File: src/rtl/reg_pkg.sv
// Shared status register types: status_t layout, CPU mode, and the interrupt sequencer states.
package reg_pkg;

    localparam int unsigned ALU_STATUS_W = 4;

    typedef enum logic {
        USER       = 1'b0,
        SUPERVISOR = 1'b1
    } cpu_mode_e;

    typedef struct packed {
        logic n;
        logic z;
        logic c;
        logic v;
    } alu_status_t;

    // Field order fixes the 6-bit image: {alu_status[3:0], imask, mode}
    typedef struct packed {
        alu_status_t alu_status;
        logic        imask;
        cpu_mode_e   mode;
    } status_t;

    localparam int unsigned STATUS_W = $bits(status_t);

    typedef enum logic [1:0] {
        IDLE   = 2'd0,
        ENTER  = 2'd1,
        ACTIVE = 2'd2,
        EXIT   = 2'd3
    } irq_state_e;

endpackage

File: src/rtl/irq_status_ctrl_prio_enc.sv
// Fixed-priority encoder: lowest set index wins; purely combinational.
module irq_prio_enc #(
    parameter int unsigned N = 4
) (
    input  logic [N-1:0]         req,
    output logic                 valid,
    output logic [$clog2(N)-1:0] idx
);

    localparam int unsigned W = $clog2(N);

    // Scan high to low so the last hit, the lowest index, is kept
    always_comb begin
        valid = |req;
        idx   = '0;
        for (int i = N - 1; i >= 0; i--) begin
            if (req[i]) begin
                idx = W'(i);
            end
        end
    end

endmodule

File: src/rtl/irq_status_ctrl.sv
// Interrupt entry/exit sequencer driving status_reg load ports.
// Build option: define IRQ_EDGE_EN for rising-edge request capture instead of level.
module irq_status_ctrl
    import reg_pkg::*;
#(
    parameter int unsigned N_IRQ = 4
) (
    input  logic                     clk,
    input  logic                     rst,
    input  logic [N_IRQ-1:0]         irq,
    input  logic [N_IRQ-1:0]         irq_en,
    input  status_t                  status,
    input  logic                     boundary,
    input  logic                     reti,
    output logic                     int_req,
    output logic                     int_take,
    output logic [$clog2(N_IRQ)-1:0] int_vec,
    output logic                     busy,
    output logic                     status_ld,
    output status_t                  status_in,
    output logic                     ld_imask,
    output logic                     imask_in,
    output logic                     ld_mode,
    output cpu_mode_e                mode_in
);

    localparam int unsigned VEC_W = $clog2(N_IRQ);

    irq_state_e       state_q,   state_d;
    logic [N_IRQ-1:0] pending_q, pending_d;
    status_t          shadow_q,  shadow_d;
    logic [VEC_W-1:0] int_vec_q, int_vec_d;

    logic [N_IRQ-1:0] irq_set;
    logic [N_IRQ-1:0] sel;
    logic             sel_valid;
    logic [VEC_W-1:0] sel_idx;

`ifdef IRQ_EDGE_EN
    logic [N_IRQ-1:0] irq_q;

    always_ff @(posedge clk or negedge rst) begin
        if (!rst) begin
            irq_q <= '0;
        end else begin
            irq_q <= irq;
        end
    end

    // A held line produces a single request
    assign irq_set = irq & ~irq_q & irq_en;
`else
    assign irq_set = irq & irq_en;
`endif

    // Disabled sources keep their pending bit but cannot be selected
    assign sel = pending_q & irq_en;

    irq_prio_enc #(
        .N (N_IRQ)
    ) u_prio_enc (
        .req   (sel),
        .valid (sel_valid),
        .idx   (sel_idx)
    );

    assign int_req   = (state_q == IDLE) & sel_valid & ~status.imask;
    assign busy      = (state_q != IDLE);
    assign int_vec   = int_vec_q;
    assign status_in = shadow_q;

    // Clear the serviced bit first so a same-cycle set survives
    always_comb begin
        pending_d = pending_q;
        if (state_q == ENTER) begin
            for (int unsigned i = 0; i < N_IRQ; i++) begin
                if (VEC_W'(i) == int_vec_q) begin
                    pending_d[i] = 1'b0;
                end
            end
        end
        pending_d = pending_d | irq_set;
    end

    always_comb begin
        state_d   = state_q;
        int_vec_d = int_vec_q;
        shadow_d  = shadow_q;
        int_take  = 1'b0;
        ld_mode   = 1'b0;
        mode_in   = USER;
        ld_imask  = 1'b0;
        imask_in  = 1'b0;
        status_ld = 1'b0;
        case (state_q)
            IDLE: begin
                if (int_req && boundary) begin
                    state_d   = ENTER;
                    int_vec_d = sel_idx;
                end
            end
            ENTER: begin
                shadow_d = status;
                int_take = 1'b1;
                ld_mode  = 1'b1;
                mode_in  = SUPERVISOR;
                ld_imask = 1'b1;
                imask_in = 1'b1;
                state_d  = ACTIVE;
            end
            ACTIVE: begin
                if (reti) begin
                    state_d = EXIT;
                end
            end
            EXIT: begin
                status_ld = 1'b1;
                state_d   = IDLE;
            end
            default: begin
                state_d = IDLE;
            end
        endcase
    end

    always_ff @(posedge clk or negedge rst) begin
        if (!rst) begin
            state_q   <= IDLE;
            pending_q <= '0;
            shadow_q  <= '0;
            int_vec_q <= '0;
        end else begin
            state_q   <= state_d;
            pending_q <= pending_d;
            shadow_q  <= shadow_d;
            int_vec_q <= int_vec_d;
        end
    end

endmodule

File: config.mk
export PLATFORM = sky130hd
export DESIGN_NAME = irq_status_ctrl
export DESIGN_NICKNAME = d
export VERILOG_FILES = /design/src/rtl/reg_pkg.sv /design/src/rtl/irq_status_ctrl_prio_enc.sv /design/src/rtl/irq_status_ctrl.sv
export SDC_FILE = /design/constraint.sdc
export NUM_CORES = 1
export LEC_CHECK = 0
export BUFFER_PORTS_ARGS = -buffer_cell sky130_fd_sc_hd__buf_2
export CAP_MARGIN = 20
export CORE_MARGIN = 4
export CORE_UTILIZATION = 31
export DETAILED_ROUTE_END_ITERATION = 16
export GPL_ROUTABILITY_DRIVEN = 1
export MAX_ROUTING_LAYER = met4
export PLACE_DENSITY = 0.67
export SLEW_MARGIN = 20
export SYNTH_ARGS = -nofsm -noshare
export SYNTH_HDL_FRONTEND = slang
export SYNTH_SLANG_ARGS = --single-unit
File: constraint.sdc
create_clock -name clk -period 2.1 [get_ports clk]
set_input_delay 0.105 -clock clk [delete_from_list [all_inputs] [get_ports clk]]
set_output_delay 0.105 -clock clk [all_outputs]
set_load 0.01 [all_outputs]
==> flow_metrics.tcl, run 1 <==
set metrics [dict create \
    status "complete, no violations" \
    final_antenna_net_count 0 \
    synth.lib_cells_used.distinct 23 \
    detailedRoute.firstPassIterationCount 4 \
    power.density_nw_per_um2 1445 \
    synth-async-reset-ratio 1.000 \
    worstMarginPinSlew_ns 0.3164 \
    synth.cells.most_frequent "14 x sky130_fd_sc_hd__dfrtp_1, 7 x sky130_fd_sc_hd__mux2_2, 5 x sky130_fd_sc_hd__ha_1, 5 x sky130_fd_sc_hd__nand2_1" \
    setup.worst_path.end_class "register" \
    area_of_the_core_sq_um 2212 \
    fp.dieW_um 56.30 \
    p_int_mw 0.8226 \
    synth_warnings 0 \
    synth.ff_latch_count 14 \
    clock-root-buffer "sky130_fd_sc_hd__clkbuf_4" \
    fmax_ghz 0.5732 \
    layout.cells.non_filler 122 \
    number_of_instances_in_the_placed_design 118 \
    final_net_count 119 \
    finalCoreUtilization 0.4197 \
    place_worst_setup_slack_ns 0.3660 \
    synth.avg_cell_area_sq_um 11.86 \
    drtIter0Drc 10 \
    fin_skew_ns 0.004807 \
    number_of_enable_flip_flop_cells_after_synthesis 0 \
    first_pass_grt_wire_length_um 2787 \
    synth_top_flop_cell "sky130_fd_sc_hd__dfrtp_1" \
    gpl.final_weighted_congestion 0.8141 \
    timing.critical_path.slowest_stage_cell "sky130_fd_sc_hd__dfrtp_1" \
    critPathMaxFanout 4 \
    cp-start-kind "register" \
    slowest_delay_ns 0.43 \
    ir_drop_v 0.0006509 \
    rsz0062_at_grt "no" \
    worst_skew_pair_latency_ns 0.27 \
    post_cts_resized 0 \
    synth_area_leader_cell "sky130_fd_sc_hd__dfrtp_1" \
    cts_buffers 3 \
    gr-usage-all-layers 0.1107 \
    p_seq_frac 0.380 \
    n_antenna_cell 0 \
    setup_slack_ns 0.3553 \
    final_count_of_pins_violating_max_slew 0 \
    placed_cell_area_sq_um 895.9 \
    final_cell_area_sq_um 928.4 \
    globalRoute.totalOverflow 0 \
    drive_above_1_share 0.5319 \
    detailedPlacementHpwl_um 1325 \
    die_area_sq_um 3170 \
    cts-root-to-sink-buffers 2 \
    period_minus_slack_ns 1.745 \
    postRouteWirelength_um 1590 \
    required_time_reported_for_the_critical_path_endpoint_ns 2.25 \
    die_y_um 56.30 \
    clock-sinks 14 \
    grt_antenna_before_repair 0 \
    wl_per_cell_um 13.03 \
    crit_chain "inv_1 -> ha_1 -> and3b_1 -> o21ai_2 -> a21oi_2 -> mux2_4" \
    tritoncts "done" \
    switching_share 0.3868 \
    route.detailed.vias_per_inst 4.705 \
    synth_fp_nets 84 \
    row_count 17 \
    remaining_design_rule_violation_count 0 \
    final-setup-viol-count 0 \
    worst_slew_margin_relative_to_its_limit 0.7890 \
    worst_ep_arrival_time_ns 1.90 \
    yosysMostFrequentCell "sky130_fd_sc_hd__dfrtp_1" \
    areaGrowthSynthToFinish_pct 28.37 \
    clk_pin_slew_ns 0.08 \
    ios 34 \
    post_synthesis_cell_area_sq_um 723.2 \
    finalHoldViolations 0 \
    placement.io_buffers 33 \
    timing.hold.worst.class "input pin to register" \
    synth_top_cells_by_area "sky130_fd_sc_hd__dfrtp_1 48%, sky130_fd_sc_hd__mux2_2 11%, sky130_fd_sc_hd__ha_1 8.7%" \
    vias 574 \
    maxcap_viol_count 0 \
    postCtsSetupRepairBufs 0 \
    synth_top_cell_area_share 0.4844 \
    final_min_period_over_clock_period 0.8308 \
    via_count_of_the_first_global_routing_pass 649 \
    ys_seq_area_frac 0.4844 \
    power.clock.fraction 0.106 \
    power.static_leakage_nw 0.4746 \
    tns_ns 0 \
    htree_num_levels 1 \
    power_switching_mw 0.5188 \
    grt_max_degree 15 \
    worst-setup-path-type "register to register" \
    syn-instance-count 61 \
    comb_power_share 0.514 \
    start_util 0.3269 \
]
cells in the final DEF, fill, tap and decap left out, types with 2 or more instances in the layout:
master / count
sky130_fd_sc_hd__buf_2: 33
sky130_fd_sc_hd__dfrtp_1: 14
sky130_fd_sc_hd__mux2_2: 7
sky130_fd_sc_hd__nand2_1: 5
sky130_fd_sc_hd__ha_1: 5
sky130_fd_sc_hd__a22o_1: 4
sky130_fd_sc_hd__inv_1: 3
sky130_fd_sc_hd__a21oi_1: 3
sky130_fd_sc_hd__clkbuf_4: 3
sky130_fd_sc_hd__nor2_1: 2
power groups by stage:
stage / sequential, mW / clock, mW / combinational (mW)
3_5_place_dp: 0.514 / 0 / 0.704
3_3_place_gp: 0.501 / 0 / 0.675
6_report: 0.510 / 0.142 / 0.689
2_1_floorplan: 0.528 / 0 / 0.469
5_1_grt: 0.532 / 0.160 / 0.768
4_1_cts: 0.511 / 0.150 / 0.705
stage by stage:
stage / power, mW / hold slack [ns]
global route: 1.461 / 0.03101
global placement: 1.176 / 0.01606
floorplan: 0.9972 / -0.1906
finish: 1.341 / 0.03143
CTS: 1.367 / 0.03177
detailed placement: 1.218 / 0.02327
logic make-up (layout without fill, tap and decap cells):
| logic type | Yosys count | count (layout) | share of synthesized area |
|---|---|---|---|
| buf+inv | 8 | 41 | 0.06401 |
| fa+ha+maj | 5 | 5 | 0.08651 |
| compound gates | 13 | 13 | 0.1384 |
| simple gates | 13 | 13 | 0.09689 |
| mux | 8 | 8 | 0.1298 |
| flops | 14 | 14 | 0.4844 |
path summary, 6_finish.rpt:
kind,start,end,slack [ns],cells past startpoint
setup / recovery,state_q[1],state_q[1],0.36,6
hold / removal,irq[1],pending_q[1],0.03,3
setup reg to reg,state_q[1],state_q[1],0.36,6
hold reg to reg,status_in[1],status_in[1],0.51,1
max in group asynchronous,rst,state_q[1],1.60,2
min in group asynchronous,rst,int_vec[0],0.26,2
per-layer routing:
layer,part of all wire,GRT usage,wire length [um],vias to the layer above
li1,-,-,-,279
met4,0,0.01356,0,0
met1,0.43,0.1309,683,276
met2,0.52,0.1953,830,19
met3,0.048,0.02759,76,0
met5,0,-,0,-
worst max-delay path, delay by kind of cell (launching register included):
kind	cells	cell delay (ns)
AND/OR/NAND/NOR	1	0.24
flip-flops	1	0.43
adder cells (fa/ha/maj)	1	0.22
buffers and inverters	1	0.12
AO/OA/AOI/OAI	2	0.31
multiplexers	1	0.32
cell type report:
| cell class | instances | area, sq um |
|---|---|---|
| tap | 28 | 35.03 |
| timing repair buffer | 35 | 182.7 |
| inverter | 3 | 11.26 |
| sequential | 14 | 350.3 |
| clock buffer | 3 | 22.52 |
| multi-input combinational | 39 | 326.6 |
| fill | 239 | 1284 |
timing repair:
| action | CTS | global route |
|---|---|---|
| endpoints found under the hold margin | 14 | 0 |
| hold buffers | 1 | 0 |
| endpoints found under the setup margin | 0 | 0 |
flip-flops by register name, indices dropped and copies added, names as in the netlist:
name and count:
status_in 6, pending_q 4, int_vec 2, state_q 2
(Power assumes the default switching activity.)
==> run 2, diff against run 1 <==
--- a/config.mk
+++ b/config.mk
@@ -5,6 +5,7 @@
 export SDC_FILE = /design/constraint.sdc
 export NUM_CORES = 1
 export LEC_CHECK = 0
+export ABC_AREA = 1
 export BUFFER_PORTS_ARGS = -buffer_cell sky130_fd_sc_hd__buf_2
 export CAP_MARGIN = 20
 export CORE_MARGIN = 4
@@ -12,7 +13,7 @@
 export DETAILED_ROUTE_END_ITERATION = 16
 export GPL_ROUTABILITY_DRIVEN = 1
 export MAX_ROUTING_LAYER = met4
-export PLACE_DENSITY = 0.67
+export PLACE_DENSITY = 0.69
 export SLEW_MARGIN = 20
 export SYNTH_ARGS = -nofsm -noshare
 export SYNTH_HDL_FRONTEND = slang
==> constraint.sdc (replaced) <==
create_clock -name clk -period 1.4 [get_ports clk]
set_input_delay 0.07 -clock clk [delete_from_list [all_inputs] [get_ports clk]]
set_output_delay 0.07 -clock clk [all_outputs]
set_load 0.01 [all_outputs]
==> run 2 against run 1 <==
Net effect: the run now ends with hold timing left; design area rose by 11%; wire length decreased by 2.3%; worst hold slack worse by 0.032 ns; clock skew rose by 0.0038 ns; total power increased by 59%; combinational power up 71%; core utilization grew 3.2 points; non-clock buffer count rose by 4; synthesized area is 4.8% higher; highest routed layer is now met4.
==> flow_metrics.tcl, run 2 <==
set metrics [dict create \
    status "finished with violations" \
    failed_checks "hold timing" \
    area_of_the_core_sq_um 2276 \
    synth_area_leader_cell "sky130_fd_sc_hd__dfrtp_1" \
    design_power_total_mw 2.137 \
    clk_pin_slew_ns 0.08 \
    cp-start-kind "register" \
    globalRoute.totalOverflow 0 \
    grt_antenna_before_repair 0 \
    finalHoldViolations 1 \
    route.layer.met1.wl_um 678 \
    drive_above_1_share 0.4407 \
    vias 631 \
    final_net_count 143 \
    placement.io_buffers 33 \
    finalCoreUtilization 0.4513 \
    synth_top_flop_cell "sky130_fd_sc_hd__dfrtp_1" \
    critPathMaxFanout 4 \
    htree_num_levels 1 \
    worst_skew_pair_latency_ns 0.28 \
    layout.cells.non_filler 146 \
    placed_cell_area_sq_um 933.4 \
    tritoncts "done" \
    timing.hold.worst.class "input pin to register" \
    grt_max_degree 15 \
    final_antenna_net_count 0 \
    row_count 17 \
    period_minus_slack_ns 1.314 \
    clock-sinks 14 \
    rsz0062_at_grt "no" \
    final_min_period_over_clock_period 0.9387 \
    wl_met3_um 96 \
    detailedPlacementHpwl_um 1222 \
    synth_warnings 0 \
    synth.cells.most_frequent "26 x sky130_fd_sc_hd__nand2_1, 14 x sky130_fd_sc_hd__dfrtp_1, 6 x sky130_fd_sc_hd__inv_1, 6 x sky130_fd_sc_hd__mux2_1, 5 x sky130_fd_sc_hd__ha_1" \
    synth_fp_nets 104 \
    postRouteWirelength_um 1553 \
    number_of_instances_in_the_placed_design 138 \
    largest_reg_flops 6 \
    dr.max_layer_used "met4" \
    crit-reg2reg-launch "state_q[0]" \
    cts_buffers 3 \
    synth.avg_cell_area_sq_um 9.361 \
    setup.worst_path.end_class "register" \
    hold_path.startpoint "irq[0]" \
    wl_per_cell_um 10.64 \
    synth_top_cell_area_share 0.4620 \
    syn-instance-count 81 \
    yosysMostFrequentCell "sky130_fd_sc_hd__nand2_1" \
    met2_length_um 740 \
    fp.dieW_um 57.46 \
    synth.lib_cells_used.distinct 17 \
    drtIter0Drc 3 \
    synth-async-reset-ratio 1.000 \
    die_y_um 57.46 \
    worstMarginPinSlew_ns 0.3056 \
    maxcap_viol_count 0 \
    die_area_sq_um 3301 \
    worst_ep_arrival_time_ns 1.49 \
    route.detailed.vias_per_inst 4.322 \
    final-setup-viol-count 0 \
    synth.ff_latch_count 14 \
    synth_top_cells_by_area "sky130_fd_sc_hd__dfrtp_1 46%, sky130_fd_sc_hd__nand2_1 13%, sky130_fd_sc_hd__mux2_1 8.9%" \
    areaGrowthSynthToFinish_pct 35.48 \
    detailedRoute.firstPassIterationCount 4 \
    start_util 0.3331 \
    number_of_enable_flip_flop_cells_after_synthesis 0 \
    fin_skew_ns 0.008593 \
    gr-usage-all-layers 0.1033 \
    power.static_leakage_nw 0.5454 \
    clock-root-buffer "sky130_fd_sc_hd__clkbuf_4" \
    first_pass_grt_wire_length_um 2580 \
    required_time_reported_for_the_critical_path_endpoint_ns 1.58 \
    post_synthesis_cell_area_sq_um 758.2 \
    nFillCells 219 \
    ios 34 \
    layout.cells.most_common "sky130_fd_sc_hd__buf_2" \
    worstSetupStartpoint "state_q[0]" \
    ir_drop_v 0.001021 \
    worst_slew_margin_relative_to_its_limit 0.7963 \
    via_count_of_the_first_global_routing_pass 581 \
    final_count_of_pins_violating_max_slew 0 \
    gpl.final_weighted_congestion 0.7486 \
    ys_seq_area_frac 0.4620 \
    n_antenna_cell 0 \
    remaining_design_rule_violation_count 0 \
    fmax_ghz 0.7609 \
    worst-setup-path-type "register to register" \
    final_cell_area_sq_um 1027 \
    fin_hold_ws_ns -0.0003975 \
    power.density_nw_per_um2 2080 \
    cts-root-to-sink-buffers 2 \
    mostFrequentLayoutCells "33 x sky130_fd_sc_hd__buf_2, 26 x sky130_fd_sc_hd__nand2_1, 13 x sky130_fd_sc_hd__dfrtp_1" \
]
[run 2: path summary, 6_finish.rpt]
kind                                      to  slack [ns]  cells past startpoint
worst min register to register  status_in[2]        0.48                      1
worst max-delay path              state_q[0]        0.09                      6
worst min-delay path            pending_q[0]     -0.0004                      3
max in group asynchronous         state_q[0]        0.93                      2
min in group asynchronous       pending_q[0]        0.22                      2
worst max register to register    state_q[0]        0.09                      6
[run 2: area by class of cell]
cell class	instances	area (sq um)	area share
Inverter	8	32.53	0.03167
Tap cell	28	35.03	0.03410
Multi-Input combinational cell	54	367.9	0.3581
Clock buffer	3	22.52	0.02192
Sequential cell	14	351.6	0.3423
Timing Repair Buffer	39	217.7	0.2119
[run 2: per-stage QoR]
| stage | worst slack (ns) | setup TNS, ns |
|---|---|---|
| final | 0.08582 | 0 |
| after detailed placement | 0.03381 | 0 |
| after CTS | -0.01318 | -0.06667 |
| after global routing | 0.002649 | 0 |
| after floorplan | 0.03265 | 0 |
| after global placement | 0.07840 | 0 |
[run 2: per-layer routing]
| layer | GRT usage | up-vias |
|---|---|---|
| li1 | - | 323 |
| met4 | 0.03974 | 0 |
| met3 | 0.03167 | 4 |
| met2 | 0.1661 | 19 |
| met1 | 0.1197 | 285 |
| met5 | - | - |
[run 2: kinds of logic after synthesis]
family,Yosys count,synth area share
AND/OR/NAND/NOR,37,0.2409
flip-flops,14,0.4621
buffers and inverters,13,0.08581
AO/OA/AOI/OAI,6,0.03959
multiplexers,6,0.08910
adder cells (fa/ha/maj),5,0.08251
[run 2: worst max-delay path, cell delays in order (launching register included)]
cell and delay, ns:
sky130_fd_sc_hd__dfrtp_2 0.44, sky130_fd_sc_hd__inv_4 0.06, sky130_fd_sc_hd__buf_4 0.13, sky130_fd_sc_hd__ha_1 0.19, sky130_fd_sc_hd__or2_2 0.26, sky130_fd_sc_hd__nand3_1 0.08, sky130_fd_sc_hd__nand2_1 0.05
[run 2: power breakdown]
group          leakage [nW]  switching [mW]  internal (mW)
clock network        0.0138           0.120         0.0996
logic                 0.375           0.625          0.552
registers             0.156           0.133          0.606
[run 2: timing repair]
| action | 4_1_cts | 5_1_grt |
|---|---|---|
| hold buffers | 3 | 0 |
| gates cloned | 0 | 0 |
| pin swaps | 0 | 0 |
| setup endpoints to repair | 6 | 17 |
| endpoints found under the hold margin | 16 | 0 |
| gates resized for setup | 0 | 7 |
| buffers inserted | 0 | 2 |
